**src/rtl/id_front.sv**
```systemverilog
// Decode-front stage: owns the IF/ID register, resolves beq/bne/j/jal in ID,
// and raises the fetch redirect and stall controls.
module id_front #(
    parameter logic [31:0] NOP_INSTR = 32'h0000_0000
) (
    input  logic        clk,
    input  logic        reset,
    input  logic [31:0] Instruction_if,
    input  logic [31:0] PC_if,
    input  logic        IF_flush,
    input  logic [31:0] rs_data,
    input  logic [31:0] rt_data,
    input  logic        ex_MemRead,
    input  logic        ex_RegWrite,
    input  logic [4:0]  ex_wreg,
    input  logic        mem_MemRead,
    input  logic        mem_RegWrite,
    input  logic [4:0]  mem_wreg,
    input  logic [31:0] mem_alu_result,
    output logic [4:0]  rs_addr,
    output logic [4:0]  rt_addr,
    output logic [31:0] Instruction_id,
    output logic [31:0] PC4_id,
    output logic        valid_id,
    output logic        Branch,
    output logic        Jump,
    output logic [31:0] JumpAddr,
    output logic        IFWrite,
    output logic        stall_id
);

    localparam logic [5:0] OP_BEQ = 6'b000100;
    localparam logic [5:0] OP_BNE = 6'b000101;
    localparam logic [5:0] OP_J   = 6'b000010;
    localparam logic [5:0] OP_JAL = 6'b000011;

    logic [31:0] instr_q, instr_d;
    logic [31:0] pc_q, pc_d;
    logic        valid_q, valid_d;

    logic [5:0]  opcode;
    logic        isBeq, isBne, isBranch, isJump;
    logic [31:0] rsVal, rtVal;
    logic        operandsEqual;
    logic        loadUseHazard, branchExHazard, branchMemHazard;
    logic [31:0] branchTarget, jumpTarget;

    // A stall must win over a flush: the stalled instruction is still live.
    always_comb begin
        instr_d = instr_q;
        pc_d    = pc_q;
        valid_d = valid_q;
        if (!stall_id) begin
            if (IF_flush) begin
                instr_d = NOP_INSTR;
                pc_d    = PC_if;
                valid_d = 1'b0;
            end else begin
                instr_d = Instruction_if;
                pc_d    = PC_if;
                valid_d = 1'b1;
            end
        end
    end

    always_ff @(posedge clk) begin
        if (reset) begin
            instr_q <= NOP_INSTR;
            pc_q    <= 32'd0;
            valid_q <= 1'b0;
        end else begin
            instr_q <= instr_d;
            pc_q    <= pc_d;
            valid_q <= valid_d;
        end
    end

    assign Instruction_id = instr_q;
    assign valid_id       = valid_q;
    assign PC4_id         = pc_q + 32'd4;
    assign rs_addr        = instr_q[25:21];
    assign rt_addr        = instr_q[20:16];

    assign opcode   = instr_q[31:26];
    assign isBeq    = (opcode == OP_BEQ);
    assign isBne    = (opcode == OP_BNE);
    assign isBranch = isBeq || isBne;
    assign isJump   = (opcode == OP_J) || (opcode == OP_JAL);

    // Only a non-load MEM result can be forwarded; WB is covered by the register file.
    assign rsVal = (mem_RegWrite && !mem_MemRead && (mem_wreg != 5'd0) && (mem_wreg == rs_addr))
                   ? mem_alu_result : rs_data;
    assign rtVal = (mem_RegWrite && !mem_MemRead && (mem_wreg != 5'd0) && (mem_wreg == rt_addr))
                   ? mem_alu_result : rt_data;
    assign operandsEqual = (rsVal == rtVal);

    assign loadUseHazard   = !isJump && ex_MemRead && (ex_wreg != 5'd0)
                             && ((ex_wreg == rs_addr) || (ex_wreg == rt_addr));
    assign branchExHazard  = isBranch && ex_RegWrite && (ex_wreg != 5'd0)
                             && ((ex_wreg == rs_addr) || (ex_wreg == rt_addr));
    assign branchMemHazard = isBranch && mem_MemRead && (mem_wreg != 5'd0)
                             && ((mem_wreg == rs_addr) || (mem_wreg == rt_addr));

    assign stall_id = valid_q && (loadUseHazard || branchExHazard || branchMemHazard);
    assign IFWrite  = !stall_id;

    assign Branch = valid_q && !stall_id && ((isBeq && operandsEqual) || (isBne && !operandsEqual));
    assign Jump   = valid_q && isJump;

    assign branchTarget = PC4_id + {{14{instr_q[15]}}, instr_q[15:0], 2'b00};
    assign jumpTarget   = {PC4_id[31:28], instr_q[25:0], 2'b00};
    assign JumpAddr     = isJump ? jumpTarget : branchTarget;

endmodule

```
**config.mk**
```make
export PLATFORM = sky130hd
export DESIGN_NAME = id_front
export DESIGN_NICKNAME = d
export VERILOG_FILES = /design/src/rtl/id_front.sv
export SDC_FILE = /design/constraint.sdc
export NUM_CORES = 1
export LEC_CHECK = 0
export CORE_MARGIN = 2
export CORE_UTILIZATION = 44
export DETAILED_ROUTE_END_ITERATION = 12
export PLACE_DENSITY = 0.83
export SYNTH_ARGS = -nofsm -noshare
export SYNTH_HDL_FRONTEND = slang
export SYNTH_SLANG_ARGS = --single-unit
```
**constraint.sdc**
```tcl
create_clock -name clk -period 4.65 [get_ports clk]
set_clock_uncertainty 0.1 [all_clocks]
set_input_delay 0.465 -clock clk [delete_from_list [all_inputs] [get_ports clk]]
set_output_delay 0.465 -clock clk [all_outputs]
set_load 0.1 [all_outputs]
```
==> results of run 1 <==
-- critical path: cells and delay by family, from the launching register on --
family                   cells  cell delay (ps)
AO/OA/AOI/OAI                8             1270
AND/OR/NAND/NOR              4              770
flip-flops                   1              390
XOR/XNOR                     2              370
adder cells (fa/ha/maj)      1              350
multiplexers                 1              290
buffers and inverters        1              170
-- cell usage after synthesis, types with 2 or more instances --
cell and n:
a41oi_1 2, a211oi_1 3, or3_1 5, a31oi_1 4, nand4_1 12, nand2_1 49
a311oi_1 20, xor2_1 28, a21oi_1 79, ha_1 35, nor3b_1 35, and3_1 30
dfxtp_1 65, o21a_1 2, nor2_1 101, nor3_1 25, a22o_1 14, xnor2_1 77
a21o_1 18, o21bai_1 5, inv_1 8, mux2i_1 34, o211ai_1 2, o21ai_1 2
and2_1 5, o22ai_1 3, o22a_1 10, o311ai_0 18, nor4_1 5, buf_4 13
nand3_1 15, nand2b_1 4, nor2b_1 5, o21ai_0 67, o311ai_1 2, buf_2 14
a2111oi_0 2, clkbuf_1 32
-- power groups by stage --
stage               logic, mW  clock network, mW  registers [mW]
floorplan               0.752                  0           0.723
global placement         1.26                  0           0.642
detailed placement       1.27                  0           0.642
CTS                      1.28              0.749           0.632
global route             1.35              0.776           0.636
finish                   1.29              0.743           0.632
-- final cells by class --
class	instances	area [um^2]	share of cell area
multi-input combinational	737	5820	0.526
timing repair buffer	326	3340	0.302
sequential	65	1320	0.120
clock buffer	13	250	0.0226
tap	184	230	0.0208
clock inverter	3	65.1	0.00589
inverter	8	30.0	0.00272
-- logic make-up after synthesis --
group,share of synthesized area
muxes,0.0536
buffers and inverters,0.0509
xor gates and xnor gates,0.140
AOI/OAI and AO/OA,0.258
adders and majority gates,0.0698
and+or+nand+nor,0.230
DFF,0.198
-- state kept, by name, summed over array words and instances (netlist names) --
name and count:
valid_id 1, Instruction_id 32, pc_q 32
-- per-stage QoR --
| step | cells | cell area (um^2) | setup slack [ps] | power [mW] | hold slack (ps) |
|---|---|---|---|---|---|
| global route | 1336 | 11100 | -26.1 | 2.76 | 450 |
| floorplan | 871 | 7280 | -154 | 1.47 | 379 |
| detailed placement | 1310 | 10500 | -14.3 | 1.91 | 405 |
| CTS | 1326 | 10800 | 18.3 | 2.66 | 414 |
| global placement | 1310 | 10500 | 73.7 | 1.90 | 389 |
| finish | 1336 | 11100 | 126 | 2.67 | 411 |
-- layer usage --
layer	vias to the layer above	track usage	routed length, um	share of wire
li1	3757	-	-	-
met1	3649	0.381	10400	0.41
met3	32	0.0701	2060	0.082
met4	0	0.0840	531	0.021
met5	-	0	0	0
met2	317	0.523	12300	0.49
-- how the worst min path moves through the flow --
stage / from / endpoint / slack [ps] / cells past startpoint
final: Instruction_id[31]$_SDFFE_PP0N_ / Instruction_id[31]$_SDFFE_PP0N_ / 410 / 2
after global routing: Instruction_id[31]$_SDFFE_PP0N_ / Instruction_id[31]$_SDFFE_PP0N_ / 450 / 2
after CTS: Instruction_id[31]$_SDFFE_PP0N_ / Instruction_id[31]$_SDFFE_PP0N_ / 410 / 2
after detailed placement: Instruction_id[31]$_SDFFE_PP0N_ / Instruction_id[31]$_SDFFE_PP0N_ / 410 / 2
after global placement: Instruction_id[30]$_SDFFE_PP0N_ / Instruction_id[30]$_SDFFE_PP0N_ / 390 / 2
after floorplan: pc_q[0]$_SDFFE_PP0N_ / pc_q[0]$_SDFFE_PP0N_ / 380 / 2
-- layout by cell type (no fill, tap or decap), types with 11 or more instances in the layout --
cell type        Yosys  routed
dfxtp_1             65      57
buf_4               13      57
a21o_1              18      18
buf_12               0      22
clkdlybuf4s50_1      0     245
a21oi_1             79      63
mux2i_1             34      34
nand4_1             12      12
xor2_1              28      16
o311ai_0            18      18
o21ai_0             67      55
a311oi_1            20      20
nand2_1             49      48
a22o_1              14      14
and3_1              30      27
nor3_1              25      23
xnor2_4              0      12
ha_1                35      29
nor2_1             101      91
nand3_1             15      11
xnor2_1             77      60
nor3b_1             35      34
-- repair_timing --
item / CTS / global route
pin swaps: 2 / 16
resized for setup: 21 / 23
endpoints found under the setup margin: 7 / 8
buffers inserted: 0 / 10
hold buffers: 0 / 0
==> out/qor.txt, run 1 <==
Critical Path End - JumpAddr[24]
H-tree levels - 3
Startpoint Class - flip-flop
syn_nets - 1,084
CP most frequent cell - a21o_1
die extent in y - 126 um
Critical Path AT - 3960 ps
number of global-route vias before repair - 7,280
TritonCTS buffer count - 9
slowest stage delay, CP - 390 ps
# DRC - 0
Synth Warn # - 0
Synth Instances - 871
Seq/Total Area, Yosys - 0.198
diode count - 0
Required @ worst endpoint - 4090 ps
Final period util - 0.973
Die Wd - 126 um
Core Footprint - 14,500 um^2
maximum root-to-sink buffer count - 2
Max Cap Viol - 0
CP max stage cell - dfxtp_4
Gate power share - 0.485
routed length per instance - 18.9 um
Slew @ Worst Pin - 1110 ps
top cell type's share of synthesized area - 0.198
Slew Viols, Final - 0
routability cong. - 0.923
post-layout util - 0.761
Final Hold Vio Count - 0
Worst setup startpoint - pc_q[8]$_SDFFE_PP0N_
Net Sw Frac - 0.421
Iteration-0 DRC Markers - 553
CP max FO - 4
Setup TNS Final - 0 ps
dpl hpwl - 19.0 mm
largest net degree at the start of global routing - 66
leak pwr - 4.26 nW
Initial Util - 0.452
Max Freq - 221 MHz
Clk pwr share - 0.278
Vias/cell - 5.80
ranking of synthesized cells by area - dfxtp_1 (20%), xnor2_1 (10%), ha_1 (6.7%)
DRT Wirelength - 25.2 mm
R2R Path End - pc_q[5]$_SDFFE_PP0N_
Initial DRT Pass Iterations - 6
Setup Crit Path Kind - reg -> out
PortBufs - 287
Yosys cell types - 59
Clock Sinks - 65
worst skew pair latency - 340 ps
Internal - 1.55 mW
CTS tree - yes
status - finished, final reports clean
Synth Cell Area - 6560 um^2
Layout Nets - 1,360
Final Critical Period - 4520 ps
Final setup violation count - 0
Seq pwr share - 0.237
Post-synth ARST share - 0
Peak supply drop - 0.212 mV
Overall Global Routing Usage - 0.304
worst path cell trace - and3_4 > and3_4 > nand4_1 > xnor2_4 > ha_1 > a21oi_2 > o21bai_1 > a21o_1 > a21oi_2 > nand2b_1 > a31o_2 > o21ai_2 > a21o_1 > a21o_1 > xor2_1 > mux2_2 > buf_12
I/O Pins - 288
initial antenna violation count - 0
Yosys reg bits - 65
first-pass GRT wire length - 39.0 mm
Reg2Reg Setup Slack - 1370 ps
post-synth top area cell - dfxtp_1
syn_area_per_cell - 7.54 um^2
Fillers - 1,061
CTS Root Cell - clkbuf_16
vias - 7,755
post-route antenna net violation count - 0
reg2reg start - Instruction_id[31]$_SDFFE_PP0N_
layout cell share with drive strength beyond 1 - 0.174
CP Capture Type - output port
Pwr Density - 241 nW/um^2
clock transition at the registers of the reported paths - 50 ps
Net Sw Power - 1.12 mW
Worst R2R Path Depth - 9
Rel. slew slack - 0.260
worst hold path class - reg -> reg
Post-synth EDFFs - 0
Primary FF master, synth - dfxtp_1
GRT Residual Overflow - 0
Syn-to-layout area delta - 68.4%
Cell Rows - 44
die area - 15,900 um^2
(Power assumes the default switching activity.)
==> run 2, diff against run 1 <==
- CORE_MARGIN: 2 -> 3
==> run 2 against run 1 <==
Effect of this change: hold slack improved by 2.0 ps; via count increased by 1.9%; clock-buffer cell count unchanged; critical path type unchanged; combinational power about the same; fmax decreased by 0.99%; first-iteration DRC count increased by 28%; die area increased by 3.2%; wire length increased by 6.5%; largest cell class unchanged; worst setup slack got worse by 45 ps; global-route usage decreased by 0.35 points.
==> out/qor.txt, run 2 (synthesis gave the netlist of run 1 again) <==
CP max FO - 4 (unchanged)
Setup Crit Path Kind - reg -> out
commonest cells after routing, fill and taps aside - clkdlybuf4s50_1 (244), nor2_1 (91), a21oi_1 (61), xnor2_1 (60), buf_4 (60)
H-tree levels - 3 (unchanged)
Slew @ Worst Pin - 1100 ps (-8.04 ps)
Cells after DPL - 1,305 (-0.38%)
PortBufs - 287 (unchanged)
status - finished, final reports clean
final instance area - 11,200 um^2 (+0.88%)
number of global-route vias before repair - 7,371 (+1.3%)
hold_sp - Instruction_id[31]$_SDFFE_PP0N_
CP Capture Type - output port
Final period util - 0.983 (+0.00971)
Initial Util - 0.450 (-0.00170)
CTS Root Cell - clkbuf_16
Final Critical Period - 4570 ps (+45.2 ps)
Final Hold Vio Count - 0 (unchanged)
Pwr Density - 240 nW/um^2 (-0.53%)
layout cell share with drive strength beyond 1 - 0.183 (+0.00978)
Required @ worst endpoint - 4090 ps (about the same)
Peak supply drop - 0.231 mV (+9.2%)
TritonCTS buffer count - 9 (unchanged)
Initial DRT Pass Iterations - 5 (-1)
diode count - 0 (unchanged)
Core Footprint - 14,600 um^2 (+0.38%)
die extent in y - 128 um (+1.6%)
# DRC - 0 (unchanged)
worst hold path class - reg -> reg
Die Wd - 128 um (+1.6%)
vias - 7,903 (+1.9%)
Vias/cell - 5.90 (+1.6%)
CTS tree - yes
dpl hpwl - 19.2 mm (+0.99%)
Max Freq - 219 MHz (-0.99%)
Slew Viols, Final - 0 (unchanged)
commonest non-fill, non-tap cell in the layout - clkdlybuf4s50_1
post-route antenna net violation count - 0 (unchanged)
Clock Sinks - 65 (unchanged)
Worst Hold Path EP - Instruction_id[31]$_SDFFE_PP0N_
die area - 16,400 um^2 (+3.2%)
GRT Residual Overflow - 0 (unchanged)
worst skew pair latency - 340 ps (about the same)
Final setup violation count - 0 (unchanged)
Syn-to-layout area delta - 69.9%
Max Cap Viol - 0 (unchanged)
maximum root-to-sink buffer count - 2 (unchanged)
Reg2Reg Setup Slack - 1020 ps (-350 ps)
Hold Worst Slack - 413 ps (+2.02 ps)
Hold Path Depth - 2 (unchanged)
leak pwr - 4.29 nW (+0.87%)
clock transition at the registers of the reported paths - 50 ps (about the same)
cell area after placement - 10,400 um^2 (-0.26%)
Overall Global Routing Usage - 0.300 (-0.00347)
DRT Wirelength - 26.9 mm (+6.5%)
Final Instance Count excl. Fillers - 1,340 (+0.30%)
Startpoint Class - flip-flop
Setup TNS Final - 0 ps (unchanged)
initial antenna violation count - 1 (+1)
Cell Rows - 44 (unchanged)
hold buffers post-CTS - 0 (unchanged)
R2R Path End - pc_q[6]$_SDFFE_PP0N_
largest net degree at the start of global routing - 66 (unchanged)
Worst R2R Path Depth - 9 (unchanged)
Iteration-0 DRC Markers - 708 (+28%)
I/O Pins - 288 (unchanged)
first-pass GRT wire length - 39.4 mm (+1.1%)
reg2reg start - Instruction_id[31]$_SDFFE_PP0N_
routed length per instance - 20.1 um (+6.2%)
Rel. slew slack - 0.265 (+0.00538)
Layout Nets - 1,364 (+0.29%)
Critical Path AT - 4000 ps (+40 ps)
routability cong. - 0.942 (+2.0%)
power consumption - 2.68 mW (+0.34%)
[run 2: worst max path at each step]
| stage | start | endpoint | depth (start not counted) |
|---|---|---|---|
| final | pc_q[9]$_SDFFE_PP0N_ | JumpAddr[28] | 17 |
| after global routing | pc_q[8]$_SDFFE_PP0N_ | JumpAddr[28] | 19 |
| after CTS | pc_q[8]$_SDFFE_PP0N_ | JumpAddr[28] | 19 |
| after detailed placement | mem_wreg[1] | Branch | 14 |
| after global placement | mem_wreg[1] | Branch | 14 |
| after floorplan | pc_q[4]$_SDFFE_PP0N_ | JumpAddr[16] | 15 |
[run 2: stage by stage]
stage	setup slack [ps]	util
after floorplan	-154	-
after global placement	29.6	0.715
after detailed placement	-2.28	0.715
after CTS	0.709	0.745
after global routing	-75.3	0.764
final	81.3	0.764
[run 2: worst max-delay path, cell delays in order, from the launching register on]
cell      delay [ps]
dfxtp_4          380
and3_4           190
and3_4           220
nand2_4           70
or3_4            370
buf_8            160
xnor2_4          150
ha_4             320
nand4_1          170
nor3_2           230
o21ai_2           90
a31o_4           240
o21a_1           210
o21bai_1         220
a21oi_2          100
xor2_2           170
o21ai_4          180
buf_12           190
[run 2: cell type report]
cell class	instances	area [um^2]
multi-input combinational	738	5890
fill	1037	3440
timing repair buffer	329	3360
sequential	65	1330
clock buffer	13	250
tap	184	230
clock inverter	3	65.1
inverter	8	30.0
[run 2: metal layers]
metal,global-route usage,part of all wire
met5,0,0.00041
met4,0.0893,0.025
met3,0.0888,0.092
met2,0.510,0.49
met1,0.367,0.40
[run 2: where the power goes]
group / leakage (nW) / internal (mW) / switching, mW
Combinational: 3.60 / 0.483 / 0.834
Clock: 0.154 / 0.484 / 0.251
Sequential: 0.542 / 0.584 / 0.0438
Total: 4.29 / 1.55 / 1.13
[run 2: timing repair]
action,CTS,global route
gates cloned,0,1
gates resized for setup,21,41
setup buffers,6,12
pin swaps,7,26
endpoints found under the setup margin,8,11
==> run 3, diff against run 2 <==
- CORE_MARGIN: 3 -> 2
==> results of run 3 <==
No change in the layout: final DEF, timing and power equal those of run 1.
